==> config.mk <==
export PLATFORM = sky130hd
export DESIGN_NAME = bus_transfer_seq
export DESIGN_NICKNAME = d
export VERILOG_FILES = /design/src/rtl/bus_transfer_seq.sv
export SDC_FILE = /design/constraint.sdc
export NUM_CORES = 1
export LEC_CHECK = 0
export CORE_ASPECT_RATIO = 0.9
export CORE_MARGIN = 10
export CORE_UTILIZATION = 53
export CTS_BUF_LIST = sky130_fd_sc_hd__clkbuf_4 sky130_fd_sc_hd__clkbuf_8
export CTS_CLUSTER_SIZE = 30
export DETAILED_ROUTE_END_ITERATION = 16
export PLACE_DENSITY = 0.85
export SLEW_MARGIN = 20
export SYNTH_ARGS = -nofsm -noshare
export SYNTH_HDL_FRONTEND = slang
export SYNTH_SLANG_ARGS = --single-unit
==> constraint.sdc <==
create_clock -name clock -period 4.9 [get_ports clock]
set_clock_uncertainty 0.05 [all_clocks]
set_input_delay 0.98 -clock clock [delete_from_list [all_inputs] [get_ports clock]]
set_output_delay 0.98 -clock clock [all_outputs]
set_load 0.02 [all_outputs]
==> src/rtl/bus_transfer_seq.sv <==
// bus_transfer_seq: queued register-to-register transfer sequencer.
// Holds the bus select for SETTLE cycles, then pulses the destination load enable.
module bus_transfer_seq #(
   parameter int DEPTH  = 4,
   parameter int SETTLE = 1
) (
   input  logic        clock,
   input  logic        clear,
   input  logic        req_valid,
   output logic        req_ready,
   input  logic [3:0]  req_src,
   input  logic [3:0]  req_dst,
   output logic [3:0]  gp_register_select,
   input  logic [31:0] BusMuxOut,
   output logic [15:0] load_en,
   output logic        busy,
   output logic        done,
   output logic [3:0]  done_dst,
   output logic [31:0] done_data
);
   localparam int AW = $clog2(DEPTH);
   localparam int CW = AW + 1;
   localparam int TW = (SETTLE > 1) ? $clog2(SETTLE) : 1;

   typedef enum logic [1:0] {
      IDLE,
      DRIVE,
      LOAD
   } state_t;

   state_t        state;
   state_t        state_d;
   logic [TW-1:0] cnt;
   logic [TW-1:0] cnt_d;

   logic [7:0]    mem [DEPTH];
   logic [AW-1:0] wr_ptr;
   logic [AW-1:0] rd_ptr;
   logic [CW-1:0] count;
   logic          push;
   logic          pop;
   logic          empty;
   logic [7:0]    head;

   logic [3:0]    sel_d;
   logic [3:0]    dst_q;
   logic [3:0]    dst_d;
   logic [15:0]   load_d;
   logic          fin;

   assign empty     = (count == '0);
   assign req_ready = (count < CW'(DEPTH));
   assign push      = req_valid && req_ready && !clear;
   assign head      = mem[rd_ptr];
   assign busy      = (state != IDLE) || !empty;

   always_ff @(posedge clock) begin
      if (push)
         mem[wr_ptr] <= {req_src, req_dst};
   end

   always_ff @(posedge clock) begin
      if (clear) begin
         wr_ptr <= '0;
         rd_ptr <= '0;
         count  <= '0;
      end else begin
         if (push)
            wr_ptr <= wr_ptr + AW'(1);
         if (pop)
            rd_ptr <= rd_ptr + AW'(1);
         if (push && !pop)
            count <= count + CW'(1);
         else if (pop && !push)
            count <= count - CW'(1);
      end
   end

   always_ff @(posedge clock) begin
      if (clear) begin
         state <= IDLE;
         cnt   <= '0;
      end else begin
         state <= state_d;
         cnt   <= cnt_d;
      end
   end

   // Popping from IDLE and from LOAD share one path so queued work runs gap-free.
   always_comb begin
      state_d = state;
      cnt_d   = cnt;
      pop     = 1'b0;
      sel_d   = gp_register_select;
      dst_d   = dst_q;
      load_d  = '0;
      fin     = 1'b0;
      unique case (state)
         IDLE: begin
            if (!empty) begin
               pop     = 1'b1;
               sel_d   = head[7:4];
               dst_d   = head[3:0];
               cnt_d   = TW'(SETTLE - 1);
               state_d = DRIVE;
            end
         end
         DRIVE: begin
            if (cnt == '0) begin
               load_d  = 16'(1) << dst_q;
               state_d = LOAD;
            end else begin
               cnt_d = cnt - TW'(1);
            end
         end
         LOAD: begin
            fin = 1'b1;
            if (!empty) begin
               pop     = 1'b1;
               sel_d   = head[7:4];
               dst_d   = head[3:0];
               cnt_d   = TW'(SETTLE - 1);
               state_d = DRIVE;
            end else begin
               state_d = IDLE;
            end
         end
         default: state_d = IDLE;
      endcase
   end

   always_ff @(posedge clock) begin
      if (clear) begin
         gp_register_select <= '0;
         dst_q              <= '0;
         load_en            <= '0;
         done               <= 1'b0;
         done_dst           <= '0;
         done_data          <= '0;
      end else begin
         gp_register_select <= sel_d;
         dst_q              <= dst_d;
         load_en            <= load_d;
         done               <= fin;
         if (fin) begin
            done_dst  <= dst_q;
            done_data <= BusMuxOut;
         end
      end
   end

endmodule

After elaboration in Yosys (flattened, before gate mapping)
Memories as Yosys holds them, arrays and structs flattened. A register that Yosys moved wholly into a read port is not among the register bits.
Index checks and enable logic that the tools add are counted.
{"block": "word_totals", "mem_bits_rw": 32, "register_bits": 63, "inputBits": 43, "mem_count": 1, "elab_cells": 57, "output_inout_bits": 59}
{"block": "op_classes", "muxes": 14, "n_addsub": 5, "n_reduce_logical": 19, "n_eq_ne": 5, "n_lt_le_gt_ge": 1, "n_bitwise": 2, "shift": 1}
{"memory": "mem", "depth": 4, "word_bits": 8, "read_ports": 1, "rd_ports_with_merged_regs": 1, "wr": 1, "line_no": "36", "text": "logic [7:0] mem [DEPTH];"}
{"cell": "left shift 1 x 4 -> 16 bit, first input constant", "count": 1}
{"cell": "two-way mux 1 bit", "count": 8}
{"cell": "two-way mux 3 bit", "count": 2}
{"cell": "inequality test 2 bit, second input constant", "count": 3}
{"cell": "case mux 2 bit (3 select lines)", "count": 1}
{"cell": "AND reduction 2 bit", "count": 3}
{"cell": "nonzero test 2 bit", "count": 3}
{"cell": "adder 2 x 1 -> 2 bit, second input constant", "count": 2}
{"cell": "logical AND 1 bit", "count": 4}
{"cell": "zero test 1 bit", "count": 4}
{"cell": "two-way mux 2 bit", "count": 2}
{"cell": "adder 3 x 1 -> 3 bit, second input constant", "count": 1}
{"cell": "zero test 3 bit", "count": 1}
{"cell": "less-than comparator 3 bit, second input constant", "count": 1}
{"cell": "OR reduction 3 bit", "count": 1}
{"cell": "subtractor 3 x 1 -> 3 bit, second input constant", "count": 1}
{"cell": "== test 2 x 1 -> 1 bit, second input constant", "count": 1}
{"cell": "== test 2 bit, second input constant", "count": 1}
{"cell": "zero test 2 bit", "count": 1}
{"cell": "inverter 1 bit", "count": 2}
{"cell": "case mux 1 bit (2 select lines)", "count": 1}
{"cell": "OR reduction 2 bit", "count": 1}
{"cell": "logical OR 1 bit", "count": 1}
{"cell": "subtractor 1 bit, second input constant", "count": 1}

Depth between registers and ports, before layout
{"block": "logic_depth", "word_depth": 7, "ltp_mapped": 9, "ltp_nobuf": 8}

Worst setup path after synthesis
Ideal clock, no wire load.
{"block": "synth_timing", "path_type": "input -> register", "from": "input clear", "to": "register count[2]", "path_buffers": 1, "required_time_ps": 4780, "setup_ps": 70, "slack_ps": 2162, "stages": 8, "arrival_time_ps": 2618, "cell_sequence": "buf_2 -> nor3b_4 -> ha_1 -> inv_1 -> fa_1 -> xor2_1 -> or3_1 -> a21oi_1"}
{"block": "synth_via", "elab_chain_cells": 5, "elab_cells_between_ends": 7, "cone_classes": "1 x mux; 6 x reduce/logical"}
{"item": "from (decl)", "line_no": "8", "text": "input logic clear,"}
{"item": "zero test 1 bit *", "line_no": "53", "text": "assign push = req_valid && req_ready && !clear;"}
{"item": "logical AND 1 bit *", "line_no": "53"}
{"item": "named net push", "line_no": "40", "text": "logic push;"}
{"item": "zero test 1 bit", "line_no": "74", "text": "else if (pop && !push)"}
{"item": "logical AND 1 bit", "line_no": "74"}
{"item": "nonzero test 2 bit (no source line)"}
{"item": "to (signal assigned)", "line_no": "73", "text": "count <= count + CW'(1);"}
{"item": "to (signal assigned)", "line_no": "75", "text": "count <= count - CW'(1);"}
{"item": "to (decl)", "line_no": "39", "text": "logic [CW-1:0] count;"}
Mark *: on every way through the listed nets, which the timed path passes. The rest lies on a longest branch.
A chain may end at the register's enable or synchronous reset.

Worst setup path after layout
{"block": "layout_timing", "from": "register count[0]", "to": "output busy"}
{"block": "layout_via", "elab_chain_cells": 3}
{"item": "zero test 3 bit", "line_no": "51", "text": "assign empty = (count == '0);"}
{"item": "zero test 1 bit"}
{"item": "logical OR 1 bit", "line_no": "55", "text": "assign busy = (state != IDLE) || !empty;"}
{"item": "to (decl)", "line_no": "16", "text": "output logic busy,"}
No other way between the ends.

==> reports/metrics.csv <==
metric;value;unit
status;finished clean;
ant_nets;0;
seq_area_frac_synth;64.7;%
yosysWarnings;0;
slew_violations;0;
worstSetupPathType;reg -> out;
cts_tree;done;
setup_viol;0;
crit_path_end_kind;output port;
final.setup.tns;0;ns
whs_path_depth;2;
ff2ff_setup_slack;2.39;ns
cp_cell_sequence;or3_1, or3_1, clkdlybuf4s50_1;
cp.arrival;2.21;ns
hp-start;done_data[19];
yosysTopAreaCell;dfxtp_1;
rr_worst_depth;8;
rows;28;
die_h;98.7;um
synthCells;329;
cpMostUsedCell;or3_1;
port_buffers;101;
relSlewSlack;41.7;%
vdd_drop_max;0.280;mV
netlist_area;3650;um2
path_depth;3;
cp_data_required_time;3.87;ns
clock-root-buffer;clkbuf_8;
area_delta_synth_final;34.7;%
max-clock-path-buffers;2;
cp.buffers_inverters;1;
ctsHoldBuffers;0;
grtUsageTotal;16.2;%
powerDensity;457;nW/um2
clk_pin_slew_worst_paths;0.10;ns
cts_max_level;3;
ioPinCount;102;
max_stage_delay;0.55;ns
grt-ovfl-total;0;
nNetsFinal;472;
antennaDiodeCount;0;
insertion_delay;0.37;ns
cp_top_family;simple AND/OR/NAND/NOR gates;
place_hpwl;6.25;mm
fin_crit_sh;66.1;%
grt_pass1_vias;2573;
layout_commonest_cell;clkdlybuf4s50_1;
die_x;107;um
fmaxAchievable;309;MHz
yosysUniqueCellTypes;30;
synth_top_area_share;38.4;%
hold_path_end;done_data[19];
hold_class;reg -> reg;
wl;8.54;mm
cpMaxStageDelayCell;clkdlybuf4s50_1;
die_area;10600;um2
path_max_fanout;11;
layout-drive-gt1-share;7.49;%
leakage;1.68;nW
critPathLaunch;count[0];
drt_iter0_markers;133;
start_kind;flop;
hold_viol;0;
core-area;6620;um2
syn_nets;378;
rsz0062_at_grt;false;
rr_endpoint;count[2];
cts_resized;0;
dr.pass1.iters;4;
post_cts_buffers;0;
drc;0;
finalCriticalPeriod;3.24;ns
gp_congestion;0.767;
avgSynthCellArea;11.1;um2
maxCapViolCount;0;
start_util;55.1;%
synth.area.top_cells;dfxtp_1 (38%), edfxtp_1 (26%), nand2_1 (7.7%);
ys_ff_latch;102;
rr_startpoint;state[0];
report.power.total;2.25;mW
cts_sinks;102;
final_cell_mix;clkdlybuf4s50_1 (100), nand2_1 (75), dfxtp_1 (70), a21oi_1 (46), edfxtp_1 (32);
routedWlPerCell;16.5;um
cts_buffers;9;
grt_pass1_wl;13.6;mm
worstMarginPinSlew;0.868;ns
viasPerCell;5.15;
antenna_found_initial;0;
via_count;2661;
grt_max_degree;56;
## through the flow
step	instances	hold slack [ns]	cell area, um2	setup WS [ns]	utilization, %
after floorplan	329	0.425	3650	2.16	-
after global placement	502	0.391	4690	1.77	70.8
after detailed placement	502	0.398	4690	1.64	70.8
after CTS	517	0.412	4920	1.64	74.3
after global routing	517	0.428	4920	1.58	74.3
final	517	0.408	4920	1.66	74.3
## synth_stat cells
library cell  number
nor3_2             1
edfxtp_1          32
mux2i_1            1
fa_1               1
inv_1              4
clkbuf_1           6
mux4_2             8
o31ai_1            1
nor3_1             4
dfxtp_1           70
buf_4              1
nor3b_4            2
nand2b_1           3
nand3_1           10
xor2_1             2
nor2b_1            1
nor2_1            18
or3_1              4
xnor2_1            1
and2_1             4
a21oi_1           46
clkinv_1           1
ha_1               5
mux2_2             1
o21ai_0           10
nand2_1           75
and2b_1            1
or3b_4             1
buf_2             13
nand3b_1           2
## flip-flops by register name, indices dropped and copies added (netlist names)
signal and flops:
count 3, done 1, done_data 32, done_dst 4, dst_q 4, gp_register_select 4, load_en 16, mem 32
rd_ptr 2, state 2, wr_ptr 2
## layout make-up
| class | count | area, um2 |
|---|---|---|
| tap | 90 | 113 |
| sequential | 102 | 2360 |
| clock buffer | 12 | 159 |
| clock inverter | 3 | 68.8 |
| fill | 445 | 1700 |
| multi-input combinational | 202 | 1170 |
| inverter | 5 | 18.8 |
| timing repair buffer | 103 | 1020 |
## cells by family after synthesis
kind of cell             after synthesis  share of synthesized area (%)
multiplexers                          10                           5.52
adder cells (fa/ha/maj)                6                           2.26
AND/OR/NAND/NOR                      126                           15.8
buffers and inverters                 25                           3.12
flip-flops                           102                           64.7
XOR/XNOR                               3                          0.720
AO/OA/AOI/OAI                         57                           7.88
## worst max path at each step
stage | to | slack [ns]
floorplan | count[2] | 2.16
finish | busy | 1.66
detailed placement | count[2] | 1.64
global route | busy | 1.58
global placement | count[2] | 1.77
CTS | busy | 1.64
## worst register-to-register path, cell delays in order (launching register included)
cell and delay [ns]:
dfxtp_1 0.57, clkinv_1 0.34, nand2_1 0.17, ha_1 0.20, inv_1 0.06, fa_1 0.38
xor2_1 0.16, or3_1 0.31, a21oi_1 0.18
## power breakdown
| part | switching (mW) | leakage (nW) | internal [mW] |
|---|---|---|---|
| clock | 0.269 | 0.116 | 0.320 |
| sequential | 0.107 | 0.858 | 0.971 |
| combinational | 0.302 | 0.706 | 0.278 |
## layer usage
metal  wire [um]  GRT usage (%)  part of all wire, %  vias to the layer above
li1            -              -                    -                     1301
met1        3790           19.9                   44                     1256
met2        3910           25.8                   46                       94
met3         722           5.01                  8.5                       10
met4         118           6.78                  1.4                        0
met5           0              0                    0                        -
Note: power is estimated with default switching activity, not from simulation.
==> variant: new RTL, same flow settings <==
Set the parameter `DEPTH` to 8 (it was 4).
--- a/src/rtl/bus_transfer_seq.sv
+++ b/src/rtl/bus_transfer_seq.sv
@@ -3,3 +3,3 @@
 module bus_transfer_seq #(
-   parameter int DEPTH  = 4,
+   parameter int DEPTH  = 8,
    parameter int SETTLE = 1
Check against the original RTL: not equivalent (a bounded check fails within 10 cycles, from zero or initial values).
==> variant against the unedited design <==
- power increased by 45%
- area after synthesis increased by 36%
- design area increased by 32%
- wire length increased by 37%
- first-iteration DRC count increased by 100%
- sequential cell count increased by 35
- setup slack got worse by 0.15 ns
- synthesized cell count increased by 20%
- highest routed layer unchanged
==> variant: results (changes against the unedited design) <==
SETUP PATH
------------------------------------------------------------------------------------------------------
CP arrival                                                                                     3.65 ns   was 2.21 ns
Crit path from                                                                                   clear   was count[0]
Critical Path Sink Type                                                                       register   was output port
Worst R2R Setup Slack                                                                          1.98 ns   was 2.39 ns
Slowest CP cell                                                                           sky130_fd_sc_hd__buf_2   was sky130_fd_sc_hd__clkdlybuf4s50_1
Startpoint types                                                                             input pin   was register

ROUTING
------------------------------------------------------------------------------------------------------
Detailed-route wire length on metal 1                                                          4.92 mm   was 3.79 mm
Total number of vias                                                                             3,379   was 2,661
Pre-antenna DRT Iters                                                                                5   was 4
Routed length per instance                                                                18.5 microns   was 16.5 microns
Routed met3 length                                                                             1.03 mm   was 722 microns
Starting DRC count in detailed routing                                                             270   was 133
Met2 wire length                                                                               5.45 mm   was 3.91 mm
Avg Vias per Cell                                                                                 5.35   was 5.15

YOSYS
------------------------------------------------------------------------------------------------------
Number of cells produced by synthesis                                                              396   was 329
EDFF count, synth                                                                                   64   was 32

PLACED DESIGN
------------------------------------------------------------------------------------------------------
Setup slack after placement                                                                    1.09 ns   was 1.64 ns
# placed instances                                                                                 600   was 502

TIMING
------------------------------------------------------------------------------------------------------
Max-Slew Margin vs Limit                                                                         0.271   was 0.417

RUN STATUS
------------------------------------------------------------------------------------------------------
Outcome                                                                                   finished clean   unchanged

POWER AND IR DROP
------------------------------------------------------------------------------------------------------
Static power due to leakage                                                                    2.19 nW   was 1.68 nW
Cell area power density                                                                    501 nW/um^2   was 457 nW/um^2

CLOCK NETWORK
------------------------------------------------------------------------------------------------------
Clock transition at the register clock pins on the worst setup and hold paths after CTS        0.08 ns   was 0.10 ns
Clk Latency, worst-skew pair                                                                   0.42 ns   was 0.37 ns

GLOBAL ROUTING
------------------------------------------------------------------------------------------------------
Aggregate global-route resource usage                                                            0.172   was 0.162
First-pass GRT wire length                                                                     18.4 mm   was 13.6 mm

LAYOUT
------------------------------------------------------------------------------------------------------
Share of post-route cells with drive strength above 1                                            0.124   was 0.0749

==> variant: cell types whose count changed in the layout (fill, tap and decap cells not counted), sizes merged, moves of 4 or more <==
cell | unedited run | this run
inv | 4 | 10
o21ai | 10 | 1
nor2 | 18 | 38
nand3 | 10 | 5
o22ai | 0 | 8
edfxtp | 32 | 64
nand2b | 3 | 7
mux4 | 8 | 16
clkbuf | 12 | 18
nand2 | 75 | 80
a21oi | 46 | 40
nor3 | 5 | 15
==> variant: worst max-delay path, delay by kind of cell <==
| family | cells | cell delay, ns |
|---|---|---|
| AND/OR/NAND/NOR | 1 | 0.23 |
| buffers and inverters | 2 | 0.93 |
| adder cells (fa/ha/maj) | 2 | 0.58 |
| AO/OA/AOI/OAI | 3 | 0.56 |
| multiplexers | 1 | 0.35 |
==> variant: cell families (layout without fill, tap and decap cells) <==
kind of cell             after synthesis  after routing  share of synthesized area
AND/OR/NAND/NOR                      153            153                      0.136
AO/OA/AOI/OAI                         51             51                     0.0542
multiplexers                          18             18                     0.0769
XOR/XNOR                               5              5                     0.0103
buffers and inverters                 26            140                     0.0239
flip-flops                           137            137                      0.682
adder cells (fa/ha/maj)                6              6                     0.0166
==> variant: per-stage QoR <==
stage / power (mW) / hold slack (ns)
after detailed placement: 2.28 / 0.397
after global routing: 3.41 / 0.426
final: 3.25 / 0.405
after floorplan: 2.00 / 0.424
after CTS: 3.27 / 0.408
after global placement: 2.24 / 0.391
==> variant: cell type report <==
class / count / area, sq um / share of cell area
clock buffers: 18 / 241 / 0.0373
flip-flops and latches: 137 / 3380 / 0.522
clock inverters: 14 / 194 / 0.0299
well taps: 122 / 153 / 0.0235
multi-input cells: 233 / 1470 / 0.227
repair buffers: 103 / 1020 / 0.157
inverters: 5 / 18.8 / 0.00290
==> variant: how the worst min path moves through the flow <==
stage | cells past startpoint | slack, ns | startpoint | end
after floorplan | 2 | 0.42 | dst_q[2] | done_dst[2]
after global placement | 2 | 0.39 | done_data[17] | done_data[17]
after detailed placement | 2 | 0.40 | done_data[25] | done_data[25]
after CTS | 2 | 0.41 | done_data[30] | done_data[30]
after global routing | 2 | 0.43 | done_data[31] | done_data[31]
final | 2 | 0.41 | done_data[30] | done_data[30]
==> variant: power by group through the flow <==
stage	registers (mW)	logic [mW]	clock network [mW]
finish	1.41	0.843	0.994
global route	1.43	0.922	1.06
CTS	1.41	0.850	1.01
detailed placement	1.43	0.843	0
global placement	1.43	0.808	0
floorplan	1.45	0.546	0
==> variant: routing by layer <==
layer / GRT usage / vias up
li1: - / 1597
met1: 0.211 / 1614
met2: 0.268 / 143
met3: 0.0591 / 25
met4: 0.0739 / 0
met5: 0 / -
